## src/rtl/rv_instr_encoder_pkg.sv

```systemverilog
// Shared definitions for the RV32I instruction encoder: opcodes, funct3 codes
// that change the I-type layout, and the loader FSM state type.
package rv_instr_encoder_pkg;

  localparam logic [6:0] OP_R    = 7'b0110011;
  localparam logic [6:0] OP_I    = 7'b0010011;
  localparam logic [6:0] OP_LOAD = 7'b0000011;
  localparam logic [6:0] OP_S    = 7'b0100011;
  localparam logic [6:0] OP_B    = 7'b1100011;
  localparam logic [6:0] OP_JAL  = 7'b1101111;

  // Shift-immediate funct3 codes carry funct7 in the upper imm field
  localparam logic [2:0] F3_SLLI  = 3'b001;
  localparam logic [2:0] F3_SRXI  = 3'b101;

  typedef enum logic [1:0] {
    ST_IDLE,
    ST_RUN,
    ST_FULL
  } enc_state_t;

  function automatic logic is_shift_imm(input logic [2:0] funct3);
    return (funct3 == F3_SLLI) || (funct3 == F3_SRXI);
  endfunction

endpackage

```

## src/rtl/rv_instr_encoder_if.sv

```systemverilog
// Field-level instruction input channel plus the IMEM write port of the encoder.
interface rv_instr_encoder_if #(
  parameter int ADDR_W = 6
);
  logic              in_valid;
  logic              in_ready;
  logic [6:0]        op;
  logic [2:0]        funct3;
  logic              funct7b5;
  logic [4:0]        rd;
  logic [4:0]        rs1;
  logic [4:0]        rs2;
  logic [31:0]       imm;
  logic              imem_we;
  logic [ADDR_W-1:0] imem_addr;
  logic [31:0]       imem_wdata;

  modport master (
    output in_valid, op, funct3, funct7b5, rd, rs1, rs2, imm,
    input  in_ready, imem_we, imem_addr, imem_wdata
  );

  modport slave (
    input  in_valid, op, funct3, funct7b5, rd, rs1, rs2, imm,
    output in_ready, imem_we, imem_addr, imem_wdata
  );
endinterface

```

## src/rtl/rv_instr_encoder_pack.sv

```systemverilog
// Combinational packing of instruction fields into an RV32I word, flagging
// unknown opcodes and odd branch/jump offsets as illegal.
module rv_instr_encoder_pack
  import rv_instr_encoder_pkg::*;
(
  input  logic [6:0]  op,
  input  logic [2:0]  funct3,
  input  logic        funct7b5,
  input  logic [4:0]  rd,
  input  logic [4:0]  rs1,
  input  logic [4:0]  rs2,
  input  logic [31:0] imm,
  output logic [31:0] word,
  output logic        illegal
);

  // Immediate bits above the widest (J) format are simply dropped
  logic unused_imm_hi;
  assign unused_imm_hi = ^imm[31:21];

  always_comb begin
    word    = '0;
    illegal = 1'b0;
    case (op)
      OP_R:    word = {1'b0, funct7b5, 5'b0, rs2, rs1, funct3, rd, op};
      OP_I: begin
        if (is_shift_imm(funct3))
          word = {1'b0, funct7b5, 5'b0, imm[4:0], rs1, funct3, rd, op};
        else
          word = {imm[11:0], rs1, funct3, rd, op};
      end
      OP_LOAD: word = {imm[11:0], rs1, funct3, rd, op};
      OP_S:    word = {imm[11:5], rs2, rs1, funct3, imm[4:0], op};
      OP_B: begin
        word    = {imm[12], imm[10:5], rs2, rs1, funct3, imm[4:1], imm[11], op};
        illegal = imm[0];
      end
      OP_JAL: begin
        word    = {imm[20], imm[10:1], imm[11], imm[19:12], rd, op};
        illegal = imm[0];
      end
      default: illegal = 1'b1;
    endcase
  end

endmodule

```

## src/rtl/rv_instr_encoder.sv

```systemverilog
// Loads IMEM sequentially from field-level instruction descriptions; holds the
// session FSM, word count and the registered IMEM write port.
module rv_instr_encoder
  import rv_instr_encoder_pkg::*;
#(
  parameter int ADDR_W = 6
) (
  input  logic              clk,
  input  logic              reset,
  input  logic              start,
  input  logic              stop,
  rv_instr_encoder_if.slave bus,
  output logic [ADDR_W:0]   count,
  output logic              full,
  output logic              err
);

  localparam logic [ADDR_W:0] DEPTH = {1'b1, {ADDR_W{1'b0}}};

  enc_state_t        state;
  logic              in_ready_q;
  logic              imem_we_q;
  logic [ADDR_W-1:0] imem_addr_q;
  logic [31:0]       imem_wdata_q;
  logic [31:0]       word;
  logic              illegal;
  logic              accept;
  logic [ADDR_W:0]   count_inc;

  rv_instr_encoder_pack u_pack (
    .op       (bus.op),
    .funct3   (bus.funct3),
    .funct7b5 (bus.funct7b5),
    .rd       (bus.rd),
    .rs1      (bus.rs1),
    .rs2      (bus.rs2),
    .imm      (bus.imm),
    .word     (word),
    .illegal  (illegal)
  );

  assign accept    = bus.in_valid & in_ready_q & (state == ST_RUN);
  assign count_inc = count + 1'b1;

  // A beat offered in the same cycle as start/stop is not taken
  always_ff @(posedge clk or posedge reset) begin
    if (reset) begin
      state        <= ST_IDLE;
      in_ready_q   <= 1'b0;
      imem_we_q    <= 1'b0;
      imem_addr_q  <= '0;
      imem_wdata_q <= '0;
      count        <= '0;
      full         <= 1'b0;
      err          <= 1'b0;
    end else begin
      imem_we_q <= 1'b0;
      if (start) begin
        state      <= ST_RUN;
        in_ready_q <= 1'b1;
        count      <= '0;
        full       <= 1'b0;
        err        <= 1'b0;
      end else if (stop) begin
        state      <= ST_IDLE;
        in_ready_q <= 1'b0;
      end else if (accept) begin
        if (illegal) begin
          err <= 1'b1;
        end else begin
          imem_we_q    <= 1'b1;
          imem_addr_q  <= count[ADDR_W-1:0];
          imem_wdata_q <= word;
          count        <= count_inc;
          if (count_inc == DEPTH) begin
            state      <= ST_FULL;
            full       <= 1'b1;
            in_ready_q <= 1'b0;
          end
        end
      end
    end
  end

  assign bus.in_ready   = in_ready_q;
  assign bus.imem_we    = imem_we_q;
  assign bus.imem_addr  = imem_addr_q;
  assign bus.imem_wdata = imem_wdata_q;

endmodule
```

## src/flat_wrapper.sv

```systemverilog
// flat-port wrapper written by rule: the top's interface ports become plain ports
module rv_instr_encoder_flat import rv_instr_encoder_pkg::*;
#(
  parameter int ADDR_W = 6
)
  (clk, reset, start, stop, count, full, err, bus_in_valid, bus_op, bus_funct3, bus_funct7b5, bus_rd, bus_rs1, bus_rs2, bus_imm, bus_in_ready, bus_imem_we, bus_imem_addr, bus_imem_wdata);
  rv_instr_encoder_if #(.ADDR_W(ADDR_W)) bus_i ();
  input  logic clk;
  input  logic reset;
  input  logic start;
  input  logic stop;
  output logic [ADDR_W:0] count;
  output logic full;
  output logic err;
  input wire logic [$bits(bus_i.in_valid)-1:0] bus_in_valid;
  input wire logic [$bits(bus_i.op)-1:0] bus_op;
  input wire logic [$bits(bus_i.funct3)-1:0] bus_funct3;
  input wire logic [$bits(bus_i.funct7b5)-1:0] bus_funct7b5;
  input wire logic [$bits(bus_i.rd)-1:0] bus_rd;
  input wire logic [$bits(bus_i.rs1)-1:0] bus_rs1;
  input wire logic [$bits(bus_i.rs2)-1:0] bus_rs2;
  input wire logic [$bits(bus_i.imm)-1:0] bus_imm;
  output wire logic [$bits(bus_i.in_ready)-1:0] bus_in_ready;
  output wire logic [$bits(bus_i.imem_we)-1:0] bus_imem_we;
  output wire logic [$bits(bus_i.imem_addr)-1:0] bus_imem_addr;
  output wire logic [$bits(bus_i.imem_wdata)-1:0] bus_imem_wdata;
  assign bus_i.in_valid = bus_in_valid;
  assign bus_i.op = bus_op;
  assign bus_i.funct3 = bus_funct3;
  assign bus_i.funct7b5 = bus_funct7b5;
  assign bus_i.rd = bus_rd;
  assign bus_i.rs1 = bus_rs1;
  assign bus_i.rs2 = bus_rs2;
  assign bus_i.imm = bus_imm;
  assign bus_in_ready = bus_i.in_ready;
  assign bus_imem_we = bus_i.imem_we;
  assign bus_imem_addr = bus_i.imem_addr;
  assign bus_imem_wdata = bus_i.imem_wdata;
  rv_instr_encoder #(.ADDR_W(ADDR_W)) u_core (.clk(clk), .reset(reset), .start(start), .stop(stop), .bus(bus_i), .count(count), .full(full), .err(err));
endmodule
```

## config.mk

```make
export PLATFORM = sky130hd
export DESIGN_NAME = rv_instr_encoder_flat
export DESIGN_NICKNAME = d
export VERILOG_FILES = /design/src/rtl/rv_instr_encoder_pkg.sv /design/src/rtl/rv_instr_encoder_if.sv /design/src/rtl/rv_instr_encoder_pack.sv /design/src/rtl/rv_instr_encoder.sv /design/src/flat_wrapper.sv
export SDC_FILE = /design/constraint.sdc
export NUM_CORES = 1
export LEC_CHECK = 0
export BUFFER_PORTS_ARGS = -buffer_cell sky130_fd_sc_hd__buf_4
export CORE_MARGIN = 4
export CORE_UTILIZATION = 23
export CTS_CLUSTER_SIZE = 40
export DETAILED_ROUTE_END_ITERATION = 10
export PLACE_DENSITY_LB_ADDON = 0.3
export SLEW_MARGIN = 25
export SYNTH_ARGS = -nofsm -noshare
export SYNTH_HDL_FRONTEND = slang
export SYNTH_HIERARCHICAL = 1
export SYNTH_SLANG_ARGS = --single-unit
```

## constraint.sdc

```tcl
create_clock -name clk -period 1.6 [get_ports clk]
set_input_delay 0.32 -clock clk [delete_from_list [all_inputs] [get_ports clk]]
set_output_delay 0.32 -clock clk [all_outputs]
set_load 0.01 [all_outputs]
```

==> results by group <==
Synth
  – Syn avg cell area: around 12 um2
  – Ranking of synthesized cells by area: dfrtp_1, mux2_2, a22o_1, mux2_4, xor2_1
  – Yosys Warn Count: 6
  – Synthesized instance count: 210
  – Post-synth EDFFs: 0
  – Top cell type's share of synthesized area: 0.4861
  – Top FF cell, synth: dfrtp_1
  – Seq cells post-synth: 50
  – Yosys top cell by area: dfrtp_1
  – Post-Syn Nets: 274
  – Yosys cell types: between 40 and 50
  – Register area share after synthesis: 0.4861
  – Post-synth ARST share: 1.000
  – Mapped Area: 2574 um2

Power and ir drop
  – Worst VDD drop: 0.0003230 V
  – Lkg Pwr: 0.002017 uW
  – Power per cell area: between 600 and 700 nW/um2
  – Reg power frac: 0.518
  – Combinational share of power: 0.118
  – P_sw: between 500 and 600 uW
  – Switching part of the total: 0.2271
  – Tot Pwr: 2465 uW
  – Clk network pwr share: 0.365
  – Int Pwr: 1905 uW

Worst setup path
  – Crit path capture type: register
  – Critical path type: input pin to register
  – Critical path data arrival time: 2.15 ns
  – CP Launch Type: input pin
  – Required @ worst endpoint: between 1.5 and 2 ns
  – Worst-path fanout max: 23

STA
  – FMAX: 510.7 MHz
  – Worst-margin pin slew: roughly 0.38 ns
  – Tmin final: 1.958 ns
  – Final worst slack: -0.3579 ns
  – Hold Vio Cnt, Final: 0
  – Final setup viols: 48
  – RSZ-0062 raised after global routing: true
  – Post-route clock period utilization: 1.224
  – Worst rel slew slack: 0.7448
  – Fin. max-slew vios: 0
  – Worst clock skew: about 0.0021 ns

Clock tree
  – # hold bufs at CTS: 0
  – Num CTS Buffers: 5
  – CTS clk-pin slew, worst paths: 0.09 ns
  – TritonCTS clock tree: yes
  – Max Root-Sink Buffers: 2
  – H-tree Lvls: 2
  – Root Buffer: clkbuf_8
  – Clk sinks: 50
  – Clk Latency, worst-skew pair: 0.30 ns

Floorplanning
  – Die ar.: 12950 um2
  – Starting Density: 0.2364
  – Chip height: 113.8 um
  – CORE AREA: 10890 um2
  – # IOs: 112
  – Die Wd: between 100 and 150 um
  – Num rows: 38

Run
  – Max-Cap Viols: 0

Detailed routing
  – Final WL: 7157 um
  – Post-DRT Antenna Nets: 0
  – Routed len/inst: roughly 15 um
  – Iter 0 DRT Violations: 83
  – DR vias: around 2100
  – Via-to-Cell Ratio: 4.376
  – Router iterations before antenna repair: 4
  – DRC Markers: 0

Global routing
  – Largest net degree at the start of global routing: 51
  – Total track usage: 0.1139
  – First-pass GRT wire length: 11740 um
  – Grt ovf: 0
  – Vias in the first global route: 2311
  – Initial antenna violation count: 0

Place
  – Detailed placement HPWL: 5404 um
  – Port Buffer Count: 100
  – Global placement routability congestion: between 0.8 and 0.9

Layout
  – Layout Nets: about 400
  – Layout cell share with drive strength beyond 1: 0.5702
  – Area Growth Syn to Fin: 53.91%
  – Antenna diodes: 0
  – Fin util: 0.3638

Hold path
  – Worst hold path class: input pin to asynchronous set/reset pin

Run status
  – Failing checks: negative setup slack
  – Status: finished with violations
[logic make-up after synthesis]
group	count (synthesis)	synth area share
adder cells (fa/ha/maj)	1	0.004861
multiplexers	39	0.1838
flip-flops	50	0.4861
buffers and inverters	16	0.03840
AO/OA/AOI/OAI	35	0.1118
AND/OR/NAND/NOR	62	0.1512
XOR/XNOR	7	0.02382
[per-layer routing]
layer	wire, um	part of all wire	track usage	vias to the layer above
li1	-	-	-	1047
met1	3055	0.43	0.1411	1030
met2	3520	0.49	0.1951	58
met3	507	0.071	0.03501	5
met4	73	0.010	0.02613	0
met5	0	0	0	-
[cells in the mapped netlist (3+ instances only)]
cell type	instances
buf_2	3
nand4_1	5
inv_1	7
dfrtp_1	50
buf_4	3
nor2b_1	8
nand2_1	11
nor2_1	8
mux2_2	30
and3_1	3
xor2_1	6
a22o_1	17
a21oi_1	3
nand3_1	7
mux2_4	9
[layout make-up]
type / count / area (um2)
Fill cell: 1113 / 6927
Multi-Input combinational cell: 144 / 1287
Sequential cell: 50 / 1251
Timing Repair Buffer: 140 / 1115
Tap cell: 140 / 175.2
Clock buffer: 7 / 76.32
Clock inverter: 1 / 30.03
Inverter: 7 / 26.28
[what timing repair did]
item	4_1_cts	5_1_grt
gates resized for setup	17	3
setup endpoints to repair	46	49
pin swaps	11	4
gates cloned	0	0
buffers inserted	6	1
[worst max-delay path: stages]
cell and delay [ns]:
buf_8 0.10, nor4bb_4 0.28, a21boi_4 0.23, or2_4 0.15
nand2_4 0.05, nor3b_4 0.19, nand2_2 0.11, nor2_4 0.16
buf_12 0.20, mux2_2 0.35
[cell usage in the layout (no fill, tap or decap), types with 2 or more instances in the layout]
| cell type | instances |
|---|---|
| clkbuf_1 | 2 |
| xor2_1 | 6 |
| o21ai_1 | 4 |
| nand3_1 | 6 |
| mux2_2 | 23 |
| or2_1 | 2 |
| a21oi_1 | 3 |
| clkbuf_8 | 5 |
| nor2b_1 | 8 |
| nand4_1 | 5 |
| o21a_1 | 2 |
| a22o_1 | 17 |
| buf_6 | 5 |
| or3_1 | 2 |
| inv_1 | 6 |
| nand2_1 | 10 |
| nor3_1 | 2 |
| dfrtp_1 | 50 |
| buf_12 | 3 |
| mux2_4 | 16 |
| buf_4 | 131 |
| nor2_1 | 8 |
| and3_1 | 3 |
[power by group through the flow]
| stage | Clock (uW) | Combinational (uW) | Sequential [uW] |
|---|---|---|---|
| 6_report | 898 | 290 | 1280 |
| 5_1_grt | 996 | 319 | 1280 |
| 4_1_cts | 943 | 296 | 1280 |
| 3_5_place_dp | 0 | 284 | 1300 |
| 3_3_place_gp | 0 | 281 | 1300 |
| 2_1_floorplan | 0 | 91.2 | 1310 |
[sequential cells by signal (all words and copies together), names as in the netlist]
register	cells
u_core/full	1
u_core/count	7
u_core/state	2
u_core/bus.imem_we	1
u_core/err	1
u_core/bus.imem_addr	6
u_core/bus.imem_wdata	32
[metrics by stage]
stage                     setup slack (ns)  TNS, ns  hold slack [ns]  instance area, um2  instances
after floorplan                    -0.7519   -29.71           0.4781                2590        210
after global placement             -0.6618   -28.92           0.3971                3736        475
after detailed placement           -0.7057   -30.56           0.4062                3736        475
after CTS                          -0.3362   -13.56          0.06342                3958        489
after global routing               -0.4568   -18.49          0.06143                3961        489
final                              -0.3579   -13.90          0.04408                3961        489
[path summary, 6_finish.rpt]
kind,from,slack (ns),cells past startpoint,endpoint
setup / recovery,bus_op[2],-0.36,10,u_core/bus.imem_wdata[13]
hold / removal,reset,0.04,3,u_core/bus.imem_we
setup reg to reg,u_core/state[1],0.01,5,u_core/bus.imem_wdata[13]
hold reg to reg,u_core/bus.imem_wdata[7],0.51,1,u_core/bus.imem_wdata[7]
max in group asynchronous,reset,1.31,3,u_core/count[5]
min in group clk,start,0.27,2,u_core/count[6]
(Power assumes the default switching activity.)
